[config.mk]
export PLATFORM = sky130hd
export DESIGN_NAME = seq_div_flat
export DESIGN_NICKNAME = d
export VERILOG_FILES = /design/src/rtl/seq_div_if.sv /design/src/rtl/seq_div.sv /design/src/flat_wrapper.sv
export SDC_FILE = /design/constraint.sdc
export NUM_CORES = 1
export LEC_CHECK = 0
export CAP_MARGIN = 20
export CORE_UTILIZATION = 55
export DETAILED_ROUTE_END_ITERATION = 12
export PLACE_DENSITY = 0.83
export SLEW_MARGIN = 0
export SYNTH_ARGS = -nofsm -noshare
export SYNTH_HDL_FRONTEND = slang
export SYNTH_SLANG_ARGS = --single-unit
[constraint.sdc]
create_clock -name clk -period 5.6 [get_ports clk]
set_input_delay 0.56 -clock clk [delete_from_list [all_inputs] [get_ports clk]]
set_output_delay 0.56 -clock clk [all_outputs]
set_load 0.1 [all_outputs]
[src/rtl/seq_div_if.sv]
// Operand/result handshake bundle for the sequential divider.
// The master drives operands and out_ready; the slave (the divider) drives the results.
interface seq_div_if #(
    parameter int WIDTH = 16
);
    logic                   in_valid;
    logic                   in_ready;
    logic [2*WIDTH-1:0]     dividend;
    logic [WIDTH-1:0]       divisor;
    logic                   out_valid;
    logic                   out_ready;
    logic [WIDTH-1:0]       quotient;
    logic [WIDTH-1:0]       remainder;
    logic                   div_by_zero;
    logic                   overflow;

    modport master (
        output in_valid, dividend, divisor, out_ready,
        input  in_ready, out_valid, quotient, remainder, div_by_zero, overflow
    );

    modport slave (
        input  in_valid, dividend, divisor, out_ready,
        output in_ready, out_valid, quotient, remainder, div_by_zero, overflow
    );
endinterface

[src/rtl/seq_div.sv]
// Restoring divider: a 2*WIDTH-bit dividend divided by a WIDTH-bit divisor, one quotient bit per clock.
// Division by zero and quotient overflow are detected at acceptance and answered without iterating.
module seq_div #(
    parameter int WIDTH = 16
) (
    input  logic        clk,
    input  logic        reset,
    seq_div_if.slave    bus
);
    localparam int CW = $clog2(WIDTH) + 1;

    typedef enum logic [1:0] {
        IDLE = 2'd0,
        CALC = 2'd1,
        DONE = 2'd2
    } state_t;

    state_t r_state;
    state_t w_state_next;

    // Partial remainder is always below the divisor, so its top bit is never needed.
    logic [WIDTH-1:0]   r_p;
    logic [WIDTH-1:0]   r_s;
    logic [WIDTH-1:0]   r_divisor;
    logic [WIDTH-1:0]   r_quot;
    logic [WIDTH-1:0]   r_rem;
    logic [CW-1:0]      r_cnt;
    logic               r_dbz;
    logic               r_ovf;

    logic [WIDTH-1:0]   w_hi;
    logic [WIDTH-1:0]   w_lo;
    logic               w_zero;
    logic               w_big;
    logic [WIDTH:0]     w_shift;
    logic [WIDTH:0]     w_trial;
    logic               w_fits;
    logic [WIDTH-1:0]   w_p_next;
    logic               w_last;

    assign w_hi     = bus.dividend[2*WIDTH-1:WIDTH];
    assign w_lo     = bus.dividend[WIDTH-1:0];
    assign w_zero   = (bus.divisor == '0);
    assign w_big    = (w_hi >= bus.divisor);

    // shift < 2*divisor, so the top bit of the trial difference is a clean sign bit.
    assign w_shift  = {r_p, r_s[WIDTH-1]};
    assign w_trial  = w_shift - {1'b0, r_divisor};
    assign w_fits   = ~w_trial[WIDTH];
    assign w_p_next = w_fits ? w_trial[WIDTH-1:0] : w_shift[WIDTH-1:0];
    assign w_last   = (r_cnt == CW'(WIDTH - 1));

    always_ff @(posedge clk) begin
        if (reset) begin
            r_state <= IDLE;
        end else begin
            r_state <= w_state_next;
        end
    end

    always_comb begin
        w_state_next = r_state;
        case (r_state)
            IDLE: begin
                if (bus.in_valid) begin
                    w_state_next = (w_zero || w_big) ? DONE : CALC;
                end
            end
            CALC: begin
                if (w_last) begin
                    w_state_next = DONE;
                end
            end
            DONE: begin
                if (bus.out_ready) begin
                    w_state_next = IDLE;
                end
            end
            default: w_state_next = IDLE;
        endcase
    end

    always_ff @(posedge clk) begin
        if (reset) begin
            r_p       <= '0;
            r_s       <= '0;
            r_divisor <= '0;
            r_quot    <= '0;
            r_rem     <= '0;
            r_cnt     <= '0;
            r_dbz     <= 1'b0;
            r_ovf     <= 1'b0;
        end else begin
            case (r_state)
                IDLE: begin
                    if (bus.in_valid) begin
                        r_divisor <= bus.divisor;
                        r_cnt     <= '0;
                        if (w_zero) begin
                            r_dbz  <= 1'b1;
                            r_ovf  <= 1'b0;
                            r_quot <= '1;
                            r_rem  <= w_lo;
                        end else if (w_big) begin
                            r_dbz  <= 1'b0;
                            r_ovf  <= 1'b1;
                            r_quot <= '1;
                            r_rem  <= '0;
                        end else begin
                            r_dbz  <= 1'b0;
                            r_ovf  <= 1'b0;
                            r_p    <= w_hi;
                            r_s    <= w_lo;
                            r_quot <= '0;
                            r_rem  <= '0;
                        end
                    end
                end
                CALC: begin
                    r_p    <= w_p_next;
                    r_s    <= {r_s[WIDTH-2:0], 1'b0};
                    r_quot <= {r_quot[WIDTH-2:0], w_fits};
                    r_cnt  <= r_cnt + 1'b1;
                    if (w_last) begin
                        r_rem <= w_p_next;
                    end
                end
                default: begin
                end
            endcase
        end
    end

    assign bus.in_ready    = (r_state == IDLE);
    assign bus.out_valid   = (r_state == DONE);
    assign bus.quotient    = r_quot;
    assign bus.remainder   = r_rem;
    assign bus.div_by_zero = r_dbz;
    assign bus.overflow    = r_ovf;
endmodule
[src/flat_wrapper.sv]
// flat-port wrapper written by rule: the top's interface ports become plain ports
module seq_div_flat 
#(
    parameter int WIDTH = 16
)
  (clk, reset, bus_in_valid, bus_dividend, bus_divisor, bus_out_ready, bus_in_ready, bus_out_valid, bus_quotient, bus_remainder, bus_div_by_zero, bus_overflow);
  seq_div_if #(.WIDTH(WIDTH)) bus_i ();
  input  logic clk;
  input  logic reset;
  input wire logic [$bits(bus_i.in_valid)-1:0] bus_in_valid;
  input wire logic [$bits(bus_i.dividend)-1:0] bus_dividend;
  input wire logic [$bits(bus_i.divisor)-1:0] bus_divisor;
  input wire logic [$bits(bus_i.out_ready)-1:0] bus_out_ready;
  output wire logic [$bits(bus_i.in_ready)-1:0] bus_in_ready;
  output wire logic [$bits(bus_i.out_valid)-1:0] bus_out_valid;
  output wire logic [$bits(bus_i.quotient)-1:0] bus_quotient;
  output wire logic [$bits(bus_i.remainder)-1:0] bus_remainder;
  output wire logic [$bits(bus_i.div_by_zero)-1:0] bus_div_by_zero;
  output wire logic [$bits(bus_i.overflow)-1:0] bus_overflow;
  assign bus_i.in_valid = bus_in_valid;
  assign bus_i.dividend = bus_dividend;
  assign bus_i.divisor = bus_divisor;
  assign bus_i.out_ready = bus_out_ready;
  assign bus_in_ready = bus_i.in_ready;
  assign bus_out_valid = bus_i.out_valid;
  assign bus_quotient = bus_i.quotient;
  assign bus_remainder = bus_i.remainder;
  assign bus_div_by_zero = bus_i.div_by_zero;
  assign bus_overflow = bus_i.overflow;
  seq_div #(.WIDTH(WIDTH)) u_core (.clk(clk), .reset(reset), .bus(bus_i));
endmodule
### Word level (Yosys, flattened, before mapping)

Cells that the tools add are included.
W data, S select, Z words.

| operators by class | value |
|---|---|
| $add $sub $neg | 2 |
| order comparisons | 1 |
| equality and inequality tests | 8 |
| multiplexer cells | 27 |
| bitwise gates (word level) | 1 |
| reduce and logical (&&, ||, !) cells | 9 |

Operators with widths:

| operator | count |
|---|---|
| $mux W16 | 13 |
| $pmux W16 S2 | 4 |
| $sub A17 B16 Y17 | 1 |
| $ge A16 B16 Y1 | 1 |
| $logic_not A16 Y1 | 1 |
| $pmux W5 S2 | 1 |
| $mux W2 | 4 |
| $ne A2 B2 Y1 const B | 4 |
| $pmux W2 S3 | 1 |
| $reduce_and A3 Y1 | 2 |
| $add A5 B1 Y5 const B | 1 |
| $eq A5 B4 Y1 const B | 1 |
| $mux W5 | 1 |
| $reduce_and A2 Y1 | 2 |
| $reduce_and A4 Y1 | 1 |
| $mux W1 | 3 |
| $eq A2 B1 Y1 const B | 1 |
| $eq A2 B2 Y1 const B | 1 |
| $logic_not A2 Y1 | 1 |
| $ne A2 B1 Y1 const B | 1 |
| $reduce_bool A2 Y1 | 1 |
| $logic_or A1 B1 Y1 | 1 |
| $not A1 Y1 | 1 |

| storage, ports and cells | value |
|---|---|
| register bits | 89 |
| input bits | 52 |
| output and inout bits | 36 |
| logic and storage cells | 57 |

### Longest topological paths before layout

Gate-level depths: netlist of run 1.

| depth | value |
|---|---|
| depth after elaboration | 5 |
| depth in mapped cells | 14 |
| gate-level depth less buffers | 12 |

### Worst setup path before layout of run 1

Ideal clock, no wire load.

| timing path | value |
|---|---|
| path type | register to register |
| start | register u_core.r_s[15] |
| end | register u_core.r_rem[5] (netlist: u_core.bus.remainder[5]) |
| setup time | 0.140 ns |
| data arrival time | 2.971 ns |
| data required time | 5.460 ns |
| path slack | 2.489 ns |
| stages on the path, launching flop included | 15 |
| buffers on the path | 2 |
| clock period less this slack | 3.111 ns |
| cells stage by stage | dfxtp_1 > inv_1 > ha_1 > inv_1 > fa_1 > a21o_1 > a2111oi_4 > a211oi_1 > or4_1 > and3_1 > buf_6 > buf_6 > mux2_1 > nand2_1 > a311oi_1 |

| on the way | value |
|---|---|
| cells in the longest elaborated chain, start to end | 4 |

RTL lines:

| item | line | RTL |
|---|---|---|
| start: declaration | seq_div.sv:23 | `logic [WIDTH-1:0] r_s;` |
| start signal: assignment | seq_div.sv:113 | `r_s <= w_lo;` |
| start signal: assignment | seq_div.sv:121 | `r_s <= {r_s[WIDTH-2:0], 1'b0};` |
| $sub A17 B16 Y17 | seq_div.sv:48 | `assign w_trial = w_shift - {1'b0, r_divisor};` |
| $mux W16 | seq_div.sv:50 | `assign w_p_next = w_fits ? w_trial[WIDTH-1:0] : w_shift[WIDTH-1:0];` |
| $mux W16 | seq_div.sv:124 | `if (w_last) begin` |
| $pmux W16 S2 | seq_div.sv:94 | `case (r_state)` |
| end signal: assignment | seq_div.sv:103 | `r_rem <= w_lo;` |
| end signal: assignment | seq_div.sv:125 | `r_rem <= w_p_next;` |
| end: declaration | seq_div.sv:26 | `logic [WIDTH-1:0] r_rem;` |

No other way between the ends. The select of a mux whose other input is x is not followed.
A chain may end at the register's enable or synchronous reset.

### Worst setup path after layout of run 1

| timing path | value |
|---|---|
| start | register u_core.r_s[15] |
| end | register u_core.r_rem[10] (netlist: u_core.bus.remainder[10]) |

The elaborated chain is that of the path after synthesis.

==> impl_metrics.csv, run 1 <==
group,metric,value,unit
floorplanning,num_rows,34,
clock_tree,worst_skew_pair.late_latency,0.37,ns
synth,synthMuxAreaShare,1.50,%
synth,synth.top_cell.area_share,35.0,%
layout,area_growth_syn_to_layout,20.8,%
grt,grt_max_degree,69,
route,viasPerCell,6.28,
clock_tree,path_clk_slew,0.09,ns
layout,nNetsFinal,793,
layout,drive_gt1_share,5.34,%
placed_design,hpwl,10.5,mm
clock_tree,clockRootBuffer,"clkbuf_8",
route,vias,5147,
status,status,"complete, but fails checks",
hold_path,hp-class,"reg2reg",
power_and_ir_drop,ir_worst_vdd,292,uV
critical_path,r2r_slack,1.85,ns
power_and_ir_drop,power_density,408,mW/mm2
clock_tree,post_cts.resized_instances,0,
route,antenna_left,0,
layout,diodes,0,
critical_path,crit_arrival,3.98,ns
sta,maxSlewViolCount,0,
sta,fin_skew,0.0157,ns
synth,avgSynthCellArea,7.89,um2
synth,synthTopCellsByArea,"dfxtp_1 (35%), ha_1 (8.4%), nand2_1 (6.7%)",
power_and_ir_drop,pwr-share-clk,16.6,%
power_and_ir_drop,sequentialPowerShare,32.0,%
synth,synth_common_cells,"nand2_1 (91), dfxtp_1 (89), a21oi_1 (54), nor2_1 (49), inv_1 (39)",
layout,final_util,69.4,%
clock_tree,postCtsHoldBufs,0,
synth,synth_simple_gate_area_share,21.0,%
layout,nFillCells,724,
synth,synth_nets,731,
synth,synthArstFlopShare,0,%
grt,grt_pass1_wl,24.2,mm
sta,rsz0062_at_grt,"false",
synth,synth-xor-area-share,2.41,%
grt,grt_pass1_vias,4889,
synth,synthDistinctLibCells,58,
synth,synth_top_family_by_area,"compound AO/OA/AOI/OAI gates",
synth,netlist_area,0.00508,mm2
critical_path,rr_startpoint,"u_core.r_s[15]",
synth,synth_ff_type,"dfxtp_1",
critical_path,required,5.83,ns
sta,worstMarginPinSlew,1.05,ns
synth,synth-compound-area-share,24.6,%
power_and_ir_drop,p_int,1330,uW
critical_path,critPathLaunch,"u_core.r_s[15]",
clock_tree,clock_path_buffers,2,
critical_path,path_max_fanout,22,
clock_tree,post-cts-setup-buffers,0,
route,routedWlPerCell,17.9,um
route,drtPass1Iterations,9,
sta,tns,0,ns
placed_design,numPortBuffers,87,
floorplanning,die_x,98.1,um
critical_path,start_kind,"register",
critical_path,path_class,"reg2reg",
floorplanning,top_level_ports,88,
run,drv_cap,0,
synth,yosysTopAreaCell,"dfxtp_1",
critical_path,reg2reg_depth,12,
grt,grt_overflow,0,
critical_path,regToRegEndpoint,"u_core.bus.remainder[10]",
sta,layout_min_cycle_time,3.75,ns
power_and_ir_drop,combPwrFrac,51.5,%
power_and_ir_drop,cellLeakagePower,0.00242,uW
sta,relSlewSlack,29.9,%
sta,fmax,267,MHz
power_and_ir_drop,p_sw,1170,uW
clock_tree,clock_sinks,89,
synth,yosys_warnings,0,
synth,synth_edf_count,0,
clock_tree,numCtsBuffers,9,
placed_design,gp_congestion,0.948,
power_and_ir_drop,swShare,46.8,%
sta,final-hold-violation-count,0,
synth,synth_most_common_cell,"nand2_1",
sta,final-setup-viol-count,0,
route,drc,3,
route,wirelength,14.6,mm
floorplanning,coreArea,0.00885,mm2
synth,synth_seq_cells,89,
grt,grt_usage,31.2,%
floorplanning,start_util,57.5,%
grt,antenna_found_initial,0,
clock_tree,htree_levels,3,
synth,netlist_instances,644,
critical_path,endpoint,"u_core.bus.remainder[10]",
status,violations,"design-rule violations",
synth,synth_fa_ha_area_share,8.76,%
floorplanning,die_area,0.00963,mm2
critical_path,cp-end-kind,"register",
route,drt_iter0_drc,475,
sta,fin_crit_sh,67.0,%
clock_tree,cts_tree,"yes",
synth,synth_seq_area_share,35.0,%
floorplanning,die_y,98.1,um
area by class of cell:
class / instances / area, um2 / share of cell area (%)
tap: 108 / 135 / 2.20
timing repair buffer: 94 / 918 / 15.0
inverter: 41 / 154 / 2.51
clock buffer: 10 / 128 / 2.08
multi-input combinational: 471 / 2970 / 48.4
clock inverter: 6 / 50.0 / 0.815
sequential: 89 / 1780 / 29.0
sequential cells by signal (all words and copies together) (netlist names):
name and flops:
u_core.bus.quotient 16, u_core.bus.remainder 16, u_core.r_divisor 16, u_core.r_p 16, u_core.r_s 16, u_core.r_cnt 5
u_core.r_state 2, u_core.bus.div_by_zero 1, u_core.bus.overflow 1
worst min path at each step:
stage / startpoint / to / slack (ns) / depth (start not counted)
floorplan: u_core.r_divisor[10] / u_core.r_divisor[10] / 0.44 / 2
global placement: u_core.r_divisor[6] / u_core.r_divisor[6] / 0.44 / 2
detailed placement: u_core.r_divisor[7] / u_core.r_divisor[7] / 0.45 / 2
CTS: u_core.r_divisor[7] / u_core.r_divisor[7] / 0.46 / 2
global route: u_core.r_divisor[11] / u_core.r_divisor[11] / 0.48 / 2
finish: u_core.r_divisor[7] / u_core.r_divisor[7] / 0.46 / 2
layer usage:
| metal | part of all wire, % | up-vias | track usage [%] |
|---|---|---|---|
| met5 | 0 | - | 0 |
| met4 | 2.4 | 0 | 11.3 |
| met3 | 8.7 | 31 | 4.15 |
| met2 | 46 | 263 | 50.3 |
| met1 | 43 | 2394 | 42.9 |
| li1 | - | 2459 | - |
power groups by stage:
stage               clock [uW]  sequential [uW]  combinational (uW)
floorplan                    0             1070                 738
detailed placement           0              813                1260
finish                     415              802                1290
global placement             0              808                1230
global route               442              815                1380
CTS                        415              800                1270
placed cells by master, fill, tap and decap left out, types with 10 or more instances in the layout:
master	instances
a311oi_1	30
nor2_1	48
o22ai_1	15
dfxtp_1	89
clkdlybuf4s50_1	86
o31ai_1	16
xnor2_1	10
o21ai_0	25
nor3_1	23
nand3_1	23
nand2_1	90
ha_1	34
a21oi_1	54
inv_1	39
metrics by stage:
stage / setup WS, ns / instances / total power [uW] / hold WS (ns) / cell area [um2]
2_1_floorplan: 2.49 / 644 / 1810 / 0.436 / 5080
3_3_place_gp: 1.79 / 803 / 2040 / 0.443 / 5960
3_5_place_dp: 1.76 / 803 / 2080 / 0.448 / 5960
4_1_cts: 1.87 / 819 / 2490 / 0.460 / 6140
5_1_grt: 1.67 / 819 / 2630 / 0.481 / 6140
6_report: 1.85 / 819 / 2510 / 0.459 / 6140
kinds of logic after synthesis:
kind of cell             Yosys count
XOR/XNOR                          14
multiplexers                       7
buffers and inverters             84
adder cells (fa/ha/maj)           35
flip-flops                        89
AND/OR/NAND/NOR                  231
AO/OA/AOI/OAI                    184
worst max-delay path, cell delays in order (launching register included):
cell and delay (ns):
dfxtp_1 0.32, inv_1 0.09, ha_1 0.16, inv_1 0.05
fa_1 0.40, a21o_1 0.23, a2111oi_4 0.37, a211oi_1 0.17
or4_1 0.52, and3_1 0.48, and3_1 0.36, a31oi_1 0.31
a311oi_1 0.14
Note: power is estimated with default switching activity, not from simulation.
==> run 2: changes to the inputs <==
Settings changed: CORE_UTILIZATION 55 to 54, PLACE_DENSITY 0.83 to 0.81.
Clock period 5.6 ns to 3.5 ns, I/O delays scaled along.
==> run 2 against run 1 <==
Against the previous run:
- the flow now finishes without violations
- cell count up 1.6%
- sequential power up 61%
- power up 65%
- sequential share of layout area down 0.66 points
- clock power up 67%
- wire length about the same
- critical path depth up 1
- via count down 0.82%
- count of clock-buffer cells in the layout unchanged
- setup slack worse by 1.8 ns
==> impl_metrics.csv, run 2 (synthesized netlist as in run 1, its figures left out) <==
group,metric,value,unit
status,status,"completed",
placed_design,gp_congestion,0.972,
layout,final_util,68.3,%
critical_path,r2r_slack,0.08,ns
power_and_ir_drop,sequentialPowerShare,31.2,%
power_and_ir_drop,p_sw,1920,uW
clock_tree,worst_skew_pair.late_latency,0.37,ns
power_and_ir_drop,cellLeakagePower,0.00249,uW
layout,nNetsFinal,803,
grt,antenna_found_initial,0,
grt,grt_pass1_wl,23.4,mm
layout,fin_cells,832,
sta,fin_crit_sh,97.6,%
route,wirelength,14.6,mm
grt,grt_overflow,0,
floorplanning,die_y,99.0,um
critical_path,cp-end-kind,"register",
sta,final-setup-viol-count,0,
grt,grt_max_degree,61,
layout,most-common-layout-cells,"nand2_1 (90), dfxtp_1 (89), clkdlybuf4s50_1 (85), a21oi_1 (54), nor2_1 (48)",
clock_tree,cts_tree,"yes",
placed_design,dp_cells,814,
route,routedWlPerCell,17.6,um
route,antenna_left,0,
critical_path,cp_slowest_cell,"or4_4",
floorplanning,die_x,99.0,um
placed_design,hpwl,10.9,mm
floorplanning,coreArea,0.00920,mm2
floorplanning,start_util,55.3,%
power_and_ir_drop,p_int,2220,uW
critical_path,required,3.78,ns
sta,relSlewSlack,34.6,%
sta,layout_min_cycle_time,3.42,ns
layout,diodes,0,
route,vias,5105,
route,drc,0,
run,drv_cap,0,
route,drt_iter0_drc,388,
power_and_ir_drop,pwr-share-clk,16.8,%
clock_tree,numCtsBuffers,9,
power_and_ir_drop,swShare,46.3,%
clock_tree,htree_levels,3,
sta,fmax,293,MHz
placed_design,pre_cts_slack,0.147,ns
route,viasPerCell,6.14,
floorplanning,die_area,0.00981,mm2
sta,tns,0,ns
route,drtPass1Iterations,5,
grt,grt_pass1_vias,4826,
power_and_ir_drop,ir_worst_vdd,476,uV
sta,fin_skew,0.0118,ns
critical_path,cp_cell_sequence,"inv_1, ha_2, inv_1, fa_2, a21o_1, a2111oi_4, a211oi_2, or4_4, and3_4, buf_6, nor4_2, a31oi_1, a311oi_2",
critical_path,start_kind,"register",
floorplanning,num_rows,35,
grt,grt_usage,30.3,%
floorplanning,top_level_ports,88,
clock_tree,clock_sinks,89,
power_and_ir_drop,power_density,659,mW/mm2
layout,area_growth_syn_to_layout,23.6,%
clock_tree,clockRootBuffer,"clkbuf_8",
critical_path,critPathMostFrequentCell,"inv_1",
power_and_ir_drop,combPwrFrac,52.1,%
critical_path,path_class,"reg2reg",
sta,final-hold-violation-count,0,
clock_tree,path_clk_slew,0.09,ns
hold_path,hp-class,"reg2reg",
sta,layout_setup_ws,0.0839,ns
layout,drive_gt1_share,8.04,%
sta,worstMarginPinSlew,0.978,ns
sta,maxSlewViolCount,0,
placed_design,numPortBuffers,87,
hold_path,hold_depth,2,
critical_path,reg2reg_depth,13,
critical_path,slowest_delay,0.53,ns
clock_tree,clock_path_buffers,2,
layout,final_common_cell,"nand2_1",
critical_path,crit_arrival,3.69,ns
critical_path,path_max_fanout,11,
[run 2: cell count changes in the layout (fill, tap and decap cells not counted), sizes merged]
| cell | before | now |
|---|---|---|
| inv | 42 | 45 |
| buf | 8 | 19 |
| clkinv | 3 | 1 |
| clkdlybuf4s50 | 86 | 85 |
| clkinvlp | 2 | 1 |
[run 2: final timing paths]
kind	start	to
worst max-delay path	u_core.r_s[15]	u_core.bus.remainder[7]
worst max register to register	u_core.r_s[15]	u_core.bus.remainder[7]
worst min register to register	u_core.r_divisor[4]	u_core.r_divisor[4]
worst min-delay path	u_core.r_divisor[4]	u_core.r_divisor[4]
[run 2: critical path, delay by kind of cell, from the launching register on]
family	cells	cell delay (ns)
fa+ha+maj	2	0.54
simple gates	3	0.97
buf+inv	3	0.29
flops	1	0.34
compound gates	5	1.19
[run 2: routing by layer]
| layer | part of all wire (%) | track usage (%) | vias to the layer above |
|---|---|---|---|
| met1 | 43 | 38.6 | 2396 |
| met3 | 5.5 | 5.53 | 44 |
| met4 | 3.7 | 13.2 | 0 |
| met2 | 48 | 50.2 | 199 |
| met5 | 0 | 0 | - |
| li1 | - | - | 2466 |
[run 2: layout make-up]
cell class | count | area (um2)
multi-input combinational | 471 | 3010
fill | 760 | 2910
inverter | 41 | 154
tap | 111 | 139
sequential | 89 | 1780
clock buffer | 10 | 138
timing repair buffer | 104 | 1010
clock inverter | 6 | 53.8
[run 2: power by group through the flow]
| stage | Sequential, uW | Combinational (uW) | Clock, uW |
|---|---|---|---|
| global placement | 1300 | 2030 | 0 |
| detailed placement | 1310 | 2070 | 0 |
| floorplan | 1710 | 1180 | 0 |
| global route | 1310 | 2310 | 740 |
| finish | 1290 | 2160 | 694 |
| CTS | 1290 | 2090 | 697 |
[run 2: stage by stage]
step                total power (uW)  area (um2)  hold slack, ns
floorplan                       2890        5080           0.436
global placement                3330        6040           0.445
detailed placement              3380        6040           0.448
CTS                             4070        6230           0.459
global route                    4360        6280           0.477
finish                          4140        6280           0.461
[run 2: repair_timing]
item | CTS | global route
setup buffers | 0 | 2
hold buffers | 0 | 0
hold endpoints to repair | 0 | 0
gates resized for setup | 0 | 10
endpoints found under the setup margin | 0 | 18
==> run 3: changes to the inputs <==
Settings changed: CORE_UTILIZATION 54 to 35, PLACE_DENSITY 0.81 to default, SETUP_SLACK_MARGIN from default to 0.15.
==> run 3 against run 2 <==
Against the previous run:
- hold slack worse by 0.0033 ns
- largest power group unchanged
- via count is 3.1% lower
- sequential power hardly changed
- die area is 53% higher
- flip-flop and latch count stayed put
- non-clock buffer count stayed put
- highest routed layer unchanged
==> impl_metrics.csv, run 3 (synthesized netlist as in run 1, its figures left out) <==
group,metric,value,unit
status,status,"completed",
layout,drive_gt1_share,7.91,%
critical_path,required,3.70,ns
layout,stdcell_area,0.00650,mm2
floorplanning,die_y,123,um
layout,nFillCells,1391,
grt,busiest_layer,"met2",
floorplanning,coreArea,0.0140,mm2
clock_tree,path_clk_slew,0.07,ns
grt,grt_overflow,0,
placed_design,numPortBuffers,87,
sta,relSlewSlack,33.4,%
grt,grt_usage,22.4,%
run,drv_cap,0,
floorplanning,num_rows,43,
route,drtPass1Iterations,5,
critical_path,path_max_fanout,17,
route,wirelength,16.2,mm
sta,worstMarginPinSlew,0.996,ns
sta,maxSlewViolCount,0,
route,routedWlPerCell,18.0,um
route,drc,0,
route,vias,4949,
route,viasPerCell,5.49,
clock_tree,numCtsBuffers,9,
grt,met2_usage,37.4,%
critical_path,cp.depth,13,
placed_design,gp_congestion,0.861,
clock_tree,clock_path_buffers,2,
floorplanning,die_area,0.0150,mm2
critical_path,start_kind,"register",
critical_path,crit_arrival,3.38,ns
critical_path,cp_slowest_cell,"or4_4",
critical_path,r2r_slack,0.33,ns
critical_path,cp-end-kind,"register",
grt,globalRouteMet3Util,4.97,%
hold_path,hold_depth,2,
critical_path,crit_family,"simple AND/OR/NAND/NOR gates",
clock_tree,clock_sinks,89,
placed_design,place_area,0.00613,mm2
power_and_ir_drop,power_density,696,mW/mm2
power_and_ir_drop,ir_worst_vdd,418,uV
layout,nNetsFinal,803,
critical_path,path_class,"reg2reg",
clock_tree,worst_skew_pair.late_latency,0.35,ns
power_and_ir_drop,cellLeakagePower,0.00256,uW
layout,diodes,0,
grt,grt_max_degree,61,
critical_path,slowest_delay,0.53,ns
floorplanning,die_x,123,um
sta,fin_skew,0.00977,ns
critical_path,cp_num_buf_inv,3,
sta,rsz0062_at_grt,"true",
layout,area_growth_syn_to_layout,27.9,%
sta,fmax,315,MHz
clock_tree,clockRootBuffer,"clkbuf_16",
grt,grt_pass1_wl,25.6,mm
layout,most-common-layout-cells,"nand2_1 (89), dfxtp_1 (89), clkdlybuf4s50_1 (85), a21oi_1 (54), nor2_1 (47)",
grt,grt_pass1_vias,4862,
sta,fin_crit_sh,90.7,%
sta,tns,0,ns
clock_tree,htree_levels,3,
route,antenna_left,0,
sta,final-hold-violation-count,0,
floorplanning,top_level_ports,88,
grt,antenna_found_initial,0,
hold_path,hp-class,"reg2reg",
placed_design,hpwl,12.2,mm
critical_path,reg2reg_depth,13,
critical_path,critPathMostFrequentCell,"inv_1",
clock_tree,cts_tree,"yes",
sta,layout_min_cycle_time,3.17,ns
floorplanning,start_util,36.2,%
sta,final-setup-viol-count,0,
grt,grt_use_met1,28.5,%
critical_path,cp_cell_sequence,"inv_1, ha_1, inv_1, fa_2, a21o_1, a2111oi_4, a211oi_2, or4_4, and3_4, buf_12, mux2_1, nand2_1, a311oi_1",
route,drt_iter0_drc,383,
run 3: report_power, final:
group          internal [uW]  switching, uW  total [uW]
sequential              1170            124        1290
combinational            797           1420        2210
clock                    582            440        1020
total                   2550           1980        4530
run 3: worst paths after layout:
check / from / end
setup reg to reg: u_core.r_s[15] / u_core.bus.remainder[6]
hold reg to reg: u_core.r_divisor[8] / u_core.r_divisor[8]
setup / recovery: u_core.r_s[15] / u_core.bus.remainder[6]
hold / removal: u_core.r_divisor[8] / u_core.r_divisor[8]
run 3: worst register-to-register path, delay by kind of cell, from the launching register on:
kind / cells / cell delay, ns
buffers and inverters: 3 / 0.28
multiplexers: 1 / 0.31
AO/OA/AOI/OAI: 4 / 0.81
AND/OR/NAND/NOR: 3 / 0.82
flip-flops: 1 / 0.31
adder cells (fa/ha/maj): 2 / 0.50
run 3: layout make-up:
type                       count  area, um2  area share [%]
multi-input combinational    471       3000            46.2
sequential                    89       1780            27.4
timing repair buffer         104       1030            15.8
clock buffer                  10        239            3.68
tap                          180        225            3.46
inverter                      41        154            2.37
clock inverter                 6       72.6            1.12
run 3: stage by stage:
step	utilization [%]	setup WS, ns	total power, uW	hold slack, ns	cells
floorplan	-	0.389	2890	0.436	644
global placement	43.7	0.180	3430	0.446	881
detailed placement	43.7	0.0862	3440	0.450	881
CTS	46.0	0.173	4490	0.459	898
global route	46.3	0.126	4780	0.484	901
finish	46.3	0.326	4530	0.458	901
run 3: what timing repair did:
action	CTS	global route
cloned	0	0
resized for setup	3	4
setup endpoints to repair	19	30
buffers inserted	1	3
hold buffers	0	0
pin swaps	1	4
run 3: metal layers:
metal  wire length, um  share of wire [%]
met5                 0                  0
met4               354                2.2
met3               884                5.5
met2              7690                 47
met1              7290                 45
